$ cat src/rtl/adpll_pkg.sv
// Shared ADPLL definitions: phase-detector state encoding, default error width
// and the saturation constant used by both the phase detector and the loop filter.
package adpll_pkg;

    localparam int ERR_W_DEF = 12;

    typedef enum logic [1:0] {
        IDLE     = 2'd0,
        REF_LEAD = 2'd1,
        FB_LEAD  = 2'd2
    } pec_state_t;

    // Largest magnitude representable in a signed word of width w.
    function automatic int sat_mag(input int w);
        return (1 << (w - 1)) - 1;
    endfunction

endpackage

$ cat src/rtl/edge_sync.sv
// Synchronizer chain for an asynchronous clock-like input, followed by a
// registered rising-edge detector producing a single-cycle pulse.
module edge_sync #(
    parameter int STAGES = 2
) (
    input  logic clk,
    input  logic rst,
    input  logic din,
    output logic pulse
);

    logic [STAGES-1:0] sync;
    logic              prev;

    // NOTE: sequential state uses non-blocking assignments so every flop samples
    // the pre-edge value of its neighbour; blocking here would collapse the chain.
    always_ff @(posedge clk or posedge rst) begin
        if (rst) begin
            sync  <= '0;
            prev  <= 1'b0;
            pulse <= 1'b0;
        end else begin
            sync  <= {sync[STAGES-2:0], din};
            prev  <= sync[STAGES-1];
            pulse <= sync[STAGES-1] & ~prev;
        end
    end

endmodule

$ cat src/rtl/phase_error_counter.sv
// Counts clk cycles between matching ref/fb rising edges and emits a signed,
// saturated phase error with a strobe, bang-bang up/dn levels and a lock flag.
module phase_error_counter
    import adpll_pkg::*;
#(
    parameter int ERR_W       = ERR_W_DEF,
    parameter int SYNC_STAGES = 2,
    parameter int LOCK_TOL    = 2,
    parameter int LOCK_COUNT  = 16
) (
    input  logic                    clk,
    input  logic                    rst,
    input  logic                    enable,
    input  logic                    ref_in,
    input  logic                    fb_in,
    output logic signed [ERR_W-1:0] err,
    output logic                    err_valid,
    output logic                    up,
    output logic                    dn,
    output logic                    locked
);

    localparam int CNT_W = ERR_W - 1;
    localparam int RUN_W = $clog2(LOCK_COUNT + 1);
    localparam logic [CNT_W-1:0]        SAT     = CNT_W'(sat_mag(ERR_W));
    localparam logic signed [ERR_W-1:0] SAT_POS = ERR_W'(sat_mag(ERR_W));
    localparam logic signed [ERR_W-1:0] TOL     = ERR_W'(LOCK_TOL);
    localparam logic [RUN_W-1:0]        RUN_MAX = RUN_W'(LOCK_COUNT);

    logic ref_e, fb_e;

    edge_sync #(.STAGES(SYNC_STAGES)) u_ref_sync (
        .clk   (clk),
        .rst   (rst),
        .din   (ref_in),
        .pulse (ref_e)
    );

    edge_sync #(.STAGES(SYNC_STAGES)) u_fb_sync (
        .clk   (clk),
        .rst   (rst),
        .din   (fb_in),
        .pulse (fb_e)
    );

    pec_state_t              state, state_n;
    logic [CNT_W-1:0]        cnt, cnt_n;
    logic                    emit;
    logic signed [ERR_W-1:0] emit_val;
    logic signed [ERR_W-1:0] cnt_pos;

    assign cnt_pos = $signed({1'b0, cnt});

    // NOTE: every signal driven here gets a default first, so no path can leave
    // it unassigned and infer a latch.
    always_comb begin
        state_n  = state;
        cnt_n    = cnt;
        emit     = 1'b0;
        emit_val = '0;
        case (state)
            IDLE: begin
                if (ref_e && fb_e) begin
                    emit = 1'b1;
                end else if (ref_e) begin
                    state_n = REF_LEAD;
                    cnt_n   = CNT_W'(1);
                end else if (fb_e) begin
                    state_n = FB_LEAD;
                    cnt_n   = CNT_W'(1);
                end
            end
            REF_LEAD: begin
                // Lagging edge wins over a slip or saturation in the same cycle.
                if (fb_e) begin
                    emit     = 1'b1;
                    emit_val = cnt_pos;
                    state_n  = IDLE;
                    cnt_n    = '0;
                end else if (ref_e) begin
                    emit     = 1'b1;
                    emit_val = SAT_POS;
                    cnt_n    = CNT_W'(1);
                end else if (cnt == SAT) begin
                    emit     = 1'b1;
                    emit_val = SAT_POS;
                    state_n  = IDLE;
                    cnt_n    = '0;
                end else begin
                    cnt_n = cnt + 1'b1;
                end
            end
            FB_LEAD: begin
                if (ref_e) begin
                    emit     = 1'b1;
                    emit_val = -cnt_pos;
                    state_n  = IDLE;
                    cnt_n    = '0;
                end else if (fb_e) begin
                    emit     = 1'b1;
                    emit_val = -SAT_POS;
                    cnt_n    = CNT_W'(1);
                end else if (cnt == SAT) begin
                    emit     = 1'b1;
                    emit_val = -SAT_POS;
                    state_n  = IDLE;
                    cnt_n    = '0;
                end else begin
                    cnt_n = cnt + 1'b1;
                end
            end
            default: begin
                state_n = IDLE;
                cnt_n   = '0;
            end
        endcase
        if (!enable) begin
            state_n = IDLE;
            cnt_n   = '0;
            emit    = 1'b0;
        end
    end

    always_ff @(posedge clk or posedge rst) begin
        if (rst) begin
            state     <= IDLE;
            cnt       <= '0;
            err       <= '0;
            err_valid <= 1'b0;
        end else begin
            state     <= state_n;
            cnt       <= cnt_n;
            err_valid <= emit;
            if (emit) begin
                err <= emit_val;
            end
        end
    end

    assign up = (state == REF_LEAD);
    assign dn = (state == FB_LEAD);

    // Lock tracking runs one cycle behind the strobe, on the registered error.
    logic [RUN_W-1:0] run, run_inc;
    logic             in_tol;

    assign in_tol  = (err <= TOL) && (err >= -TOL);
    assign run_inc = (run == RUN_MAX) ? run : run + 1'b1;

    always_ff @(posedge clk or posedge rst) begin
        if (rst) begin
            run    <= '0;
            locked <= 1'b0;
        end else if (!enable) begin
            run    <= '0;
            locked <= 1'b0;
        end else if (err_valid) begin
            if (in_tol) begin
                run    <= run_inc;
                locked <= (run_inc == RUN_MAX);
            end else begin
                run    <= '0;
                locked <= 1'b0;
            end
        end
    end

endmodule

$ cat config.mk
export PLATFORM = sky130hd
export DESIGN_NAME = phase_error_counter
export DESIGN_NICKNAME = d
export VERILOG_FILES = /design/src/rtl/adpll_pkg.sv /design/src/rtl/edge_sync.sv /design/src/rtl/phase_error_counter.sv
export SDC_FILE = /design/constraint.sdc
export NUM_CORES = 1
export LEC_CHECK = 0
export ABC_AREA = 1
export ABC_CLOCK_PERIOD_IN_PS = 2600
export BUFFER_PORTS_ARGS = -buffer_cell sky130_fd_sc_hd__buf_2
export CAP_MARGIN = 25
export CORE_MARGIN = 5
export CORE_UTILIZATION = 50
export CTS_CLUSTER_DIAMETER = 40
export CTS_CLUSTER_SIZE = 30
export DETAILED_ROUTE_END_ITERATION = 8
export GPL_TIMING_DRIVEN = 1
export PLACE_DENSITY = 0.69
export SYNTH_ARGS = -nofsm -noshare
export SYNTH_HDL_FRONTEND = slang
export SYNTH_SLANG_ARGS = --single-unit
export TNS_END_PERCENT = 100
$ cat constraint.sdc
create_clock -name clk -period 2.6 [get_ports clk]
set_input_delay 0.52 -clock clk [delete_from_list [all_inputs] [get_ports clk]]
set_output_delay 0.52 -clock clk [all_outputs]
set_load 0.01 [all_outputs]
==> impl_results.html <==
<table>
<tr><th>Metric</th><th>Value</th></tr>
<tr><th colspan="2">Run status</th></tr>
<tr><td>Outcome</td><td>completed</td></tr>
<tr><th colspan="2">Setup path</th></tr>
<tr><td>Critical register-to-register path startpoint</td><td>state[1]$_DFFE_PP0P_</td></tr>
<tr><td>Worst-path maximum fanout</td><td>13</td></tr>
<tr><td>Startpoint Class</td><td>register</td></tr>
<tr><td>Ordered list of cells on the worst path</td><td>inv_1, ha_1, buf_2</td></tr>
<tr><td>Worst Setup End Kind</td><td>output port</td></tr>
<tr><td>Reg2reg end</td><td>err[8]$_DFFE_PP0P_</td></tr>
<tr><td>Worst endpoint required time</td><td>2.08 ns</td></tr>
<tr><td>Class of the most critical setup path</td><td>register to output port</td></tr>
<tr><td>Number of cell instances on the worst register-to-register path</td><td>11</td></tr>
<tr><td>Arrival time at the worst endpoint</td><td>1.50 ns</td></tr>
<tr><td>Register-to-Register Setup Slack</td><td>0.69 ns</td></tr>
<tr><td>Largest incremental delay on the critical path</td><td>0.46 ns</td></tr>
<tr><td>Master of the slowest instance on the critical path</td><td>ha_1</td></tr>
<tr><th colspan="2">Hold path</th></tr>
<tr><td>HP Class</td><td>input pin to async pin</td></tr>
<tr><th colspan="2">Die</th></tr>
<tr><td>DIE WIDTH</td><td>79.8 um</td></tr>
<tr><td>Starting Density</td><td>51.6%</td></tr>
<tr><td>Placeable core area</td><td>0.00472 mm2</td></tr>
<tr><td>Floorplan die area</td><td>0.00637 mm2</td></tr>
<tr><td>Overall die height</td><td>79.8 um</td></tr>
<tr><td>Count of boundary I/O pins</td><td>21</td></tr>
<tr><td>Core Rows</td><td>25</td></tr>
<tr><th colspan="2">Logic synthesis</th></tr>
<tr><td>Average instance area after synthesis</td><td>7.35 um2</td></tr>
<tr><td>Library cells used by synthesis</td><td>26</td></tr>
<tr><td>Sequential-to-total area share from yosys stat</td><td>41.0%</td></tr>
<tr><td>Synthesized instance count</td><td>332</td></tr>
<tr><td>Flip-flop and latch count after synthesis</td><td>40</td></tr>
<tr><td>Mapped Area</td><td>0.00244 mm2</td></tr>
<tr><td>Yosys synthesis warning count</td><td>0</td></tr>
<tr><td>Syn nets</td><td>345</td></tr>
<tr><th colspan="2">Detailed routing</th></tr>
<tr><td>Met3 Wirelength</td><td>214 um</td></tr>
<tr><td>Antenna-violating nets left</td><td>0</td></tr>
<tr><td>Initial DRT Pass Iterations</td><td>4</td></tr>
<tr><td>Post-Route M1 WL</td><td>2530 um</td></tr>
<tr><td>Per-cell routed wire length</td><td>12.6 um</td></tr>
<tr><td>Via density per instance</td><td>5.05</td></tr>
<tr><td>Iteration-0 DRC count of the detailed router</td><td>183</td></tr>
<tr><td>Sum of routed wire length over all layers</td><td>5300 um</td></tr>
<tr><td>Highest routed metal layer</td><td>met4</td></tr>
<tr><td>Met2 layer wire length in the routed design</td><td>2480 um</td></tr>
<tr><td># DRC</td><td>0</td></tr>
<tr><td>Total number of vias</td><td>2118</td></tr>
<tr><th colspan="2">Global routing</th></tr>
<tr><td>Antenna violations before repair</td><td>0</td></tr>
<tr><td>GRT Total Usage</td><td>19.0%</td></tr>
<tr><td>GR Overflow Total</td><td>0</td></tr>
<tr><td>Largest net degree at the start of global routing</td><td>41</td></tr>
<tr><td>Vias in the first global route</td><td>2147</td></tr>
<tr><td>First-pass GRT wire length</td><td>9640 um</td></tr>
<tr><th colspan="2">Clocking</th></tr>
<tr><td>Count of cells resized by post-cts repair</td><td>0</td></tr>
<tr><td>Maximum root-to-sink buffer count</td><td>2</td></tr>
<tr><td>Hold bufs inserted after CTS</td><td>0</td></tr>
<tr><td>Setup repair bufs after CTS</td><td>0</td></tr>
<tr><td>TritonCTS clock tree</td><td>yes</td></tr>
<tr><td>Number of buffers created by CTS</td><td>5</td></tr>
<tr><td>Buffer cell driving the clock tree root</td><td>clkbuf_8</td></tr>
<tr><td>Number of H-tree levels</td><td>2</td></tr>
<tr><td>TritonCTS sink count</td><td>40</td></tr>
<tr><td>Clock transition at the registers of the reported paths</td><td>0.08 ns</td></tr>
<tr><td>Clock latency of the later-clocked register in the worst-skew pair</td><td>0.30 ns</td></tr>
<tr><th colspan="2">Cells and area</th></tr>
<tr><td>Cell area after layout</td><td>0.00267 mm2</td></tr>
<tr><td>Layout cell share with drive strength beyond 1</td><td>12.8%</td></tr>
<tr><td>Commonest cells after routing, fill and taps aside</td><td>nand2_1 (95), nand3_1 (41), nor2_1 (41)</td></tr>
<tr><td>Most common library cell in the layout ignoring fill and taps</td><td>nand2_1</td></tr>
<tr><td># diodes</td><td>0</td></tr>
<tr><td>Non-Filler Instances</td><td>419</td></tr>
<tr><td>Signed area change from the synthesized netlist to the final layout</td><td>9.34%</td></tr>
<tr><td>Final net count</td><td>364</td></tr>
<tr><th colspan="2">Timing</th></tr>
<tr><td>Number of max-slew violations in the final report</td><td>0</td></tr>
<tr><td>Worst slew margin</td><td>54.6%</td></tr>
<tr><td>Top achievable clock speed</td><td>495 MHz</td></tr>
<tr><td>Final cycle utilization of the critical path</td><td>77.8%</td></tr>
<tr><td>Final critical delay including setup and external delays</td><td>2.02 ns</td></tr>
<tr><td>Final hold vios</td><td>0</td></tr>
<tr><td>Total negative slack for setup checks</td><td>0 ns</td></tr>
<tr><td>Skew final</td><td>0.0113 ns</td></tr>
<tr><td>Worst-margin pin slew</td><td>0.674 ns</td></tr>
<tr><td>Setup repair after global routing missed its margin</td><td>no</td></tr>
<tr><td>Worst-case hold slack</td><td>0.326 ns</td></tr>
<tr><td>Final count of negative-setup-slack endpoints</td><td>0</td></tr>
<tr><th colspan="2">Placed design</th></tr>
<tr><td>Detail Placement HPWL</td><td>3940 um</td></tr>
<tr><td>Placed cell areas</td><td>0.00255 mm2</td></tr>
<tr><td>Count of input and output buffers</td><td>20</td></tr>
<tr><td>Placed cell count</td><td>411</td></tr>
<tr><td>Final GP Congestion</td><td>0.915</td></tr>
<tr><th colspan="2">Pwr</th></tr>
<tr><td>Pwr/cell area</td><td>634 mW/mm2</td></tr>
<tr><td>Leakage Power</td><td>1.44 nW</td></tr>
<tr><td>IR Drop Worst-Case VDD</td><td>0.361 mV</td></tr>
<tr><td>Total power</td><td>1.69 mW</td></tr>
<tr><th colspan="2">Run</th></tr>
<tr><td>Max-capacitance violation count</td><td>0</td></tr>
</table>
[cells in the mapped netlist, drive strengths merged]
cell type  count  share of area, %
o211ai         2              0.62
buf            9               3.1
or2            2              0.51
dfrtp         40                41
nor3           3              0.62
o22ai          1              0.26
nand2        101                17
a21oi          4              0.82
and2           1              0.26
inv           39               6.1
nor2          43               7.2
ha             8               4.1
nand4          5               1.3
o21ai         21               4.5
xor2          10               3.6
nand3         43               9.2
[through the flow]
stage,util [%],setup WS [ns]
after CTS,56.5,0.563
after detailed placement,54.1,0.740
after floorplan,-,1.03
after global routing,56.5,0.457
after global placement,54.1,0.757
final,56.5,0.578
[where the power goes]
group / total, mW / internal [mW] / switching (mW) / leakage [nW]
Combinational: 0.477 / 0.143 / 0.334 / 0.845
Sequential: 0.707 / 0.662 / 0.0456 / 0.540
Clock: 0.507 / 0.284 / 0.223 / 0.0541
Total: 1.69 / 1.09 / 0.603 / 1.44
[registers in the layout, summed over array words and instances (netlist names)]
| signal | cells |
|---|---|
| run | 5 |
| u_ref_sync.sync | 2 |
| locked | 1 |
| cnt | 11 |
| u_fb_sync.sync | 2 |
| u_ref_sync.pulse | 1 |
| u_fb_sync.prev | 1 |
| u_fb_sync.pulse | 1 |
| err_valid | 1 |
| state | 2 |
| err | 12 |
| u_ref_sync.prev | 1 |
[worst max-delay path, delay by kind of cell (launching register included)]
family / cells / cell delay [ns]
fa+ha+maj: 1 / 0.46
flops: 1 / 0.43
buf+inv: 2 / 0.32
[routing by layer]
layer,vias to the layer above,GRT usage (%)
li1,1082,-
met1,993,24.5
met2,37,31.6
met3,6,3.84
met4,0,6.59
met5,-,0
[layout make-up]
type | count | area (um2)
fill | 465 | 2060
multi-input combinational | 244 | 1210
inverter | 39 | 149
sequential | 40 | 1000
tap | 67 | 83.8
timing repair buffer | 21 | 108
clock inverter | 3 | 42.5
clock buffer | 5 | 68.8
[cells by family after synthesis]
group           count (synthesis)  synth area share (%)
compound gates                 28                  6.16
simple gates                  198                  35.9
flops                          40                  41.0
buf+inv                        48                  9.18
fa+ha+maj                       8                  4.10
xor+xnor                       10                  3.59
[worst max path at each step]
| stage | from | endpoint | slack (ns) | cells after the start |
|---|---|---|---|---|
| 4_1_cts | state[1]$_DFFE_PP0P_ | up | 0.56 | 3 |
| 5_1_grt | state[1]$_DFFE_PP0P_ | state[0]$_DFFE_PP0P_ | 0.46 | 8 |
| 2_1_floorplan | state[0]$_DFFE_PP0P_ | state[1]$_DFFE_PP0P_ | 1.03 | 8 |
| 6_report | state[1]$_DFFE_PP0P_ | up | 0.58 | 3 |
| 3_3_place_gp | state[1]$_DFFE_PP0P_ | err[1]$_DFFE_PP0P_ | 0.76 | 11 |
| 3_5_place_dp | state[1]$_DFFE_PP0P_ | err[11]$_DFFE_PP0P_ | 0.74 | 11 |
Power figures use the tool's default switching activity.
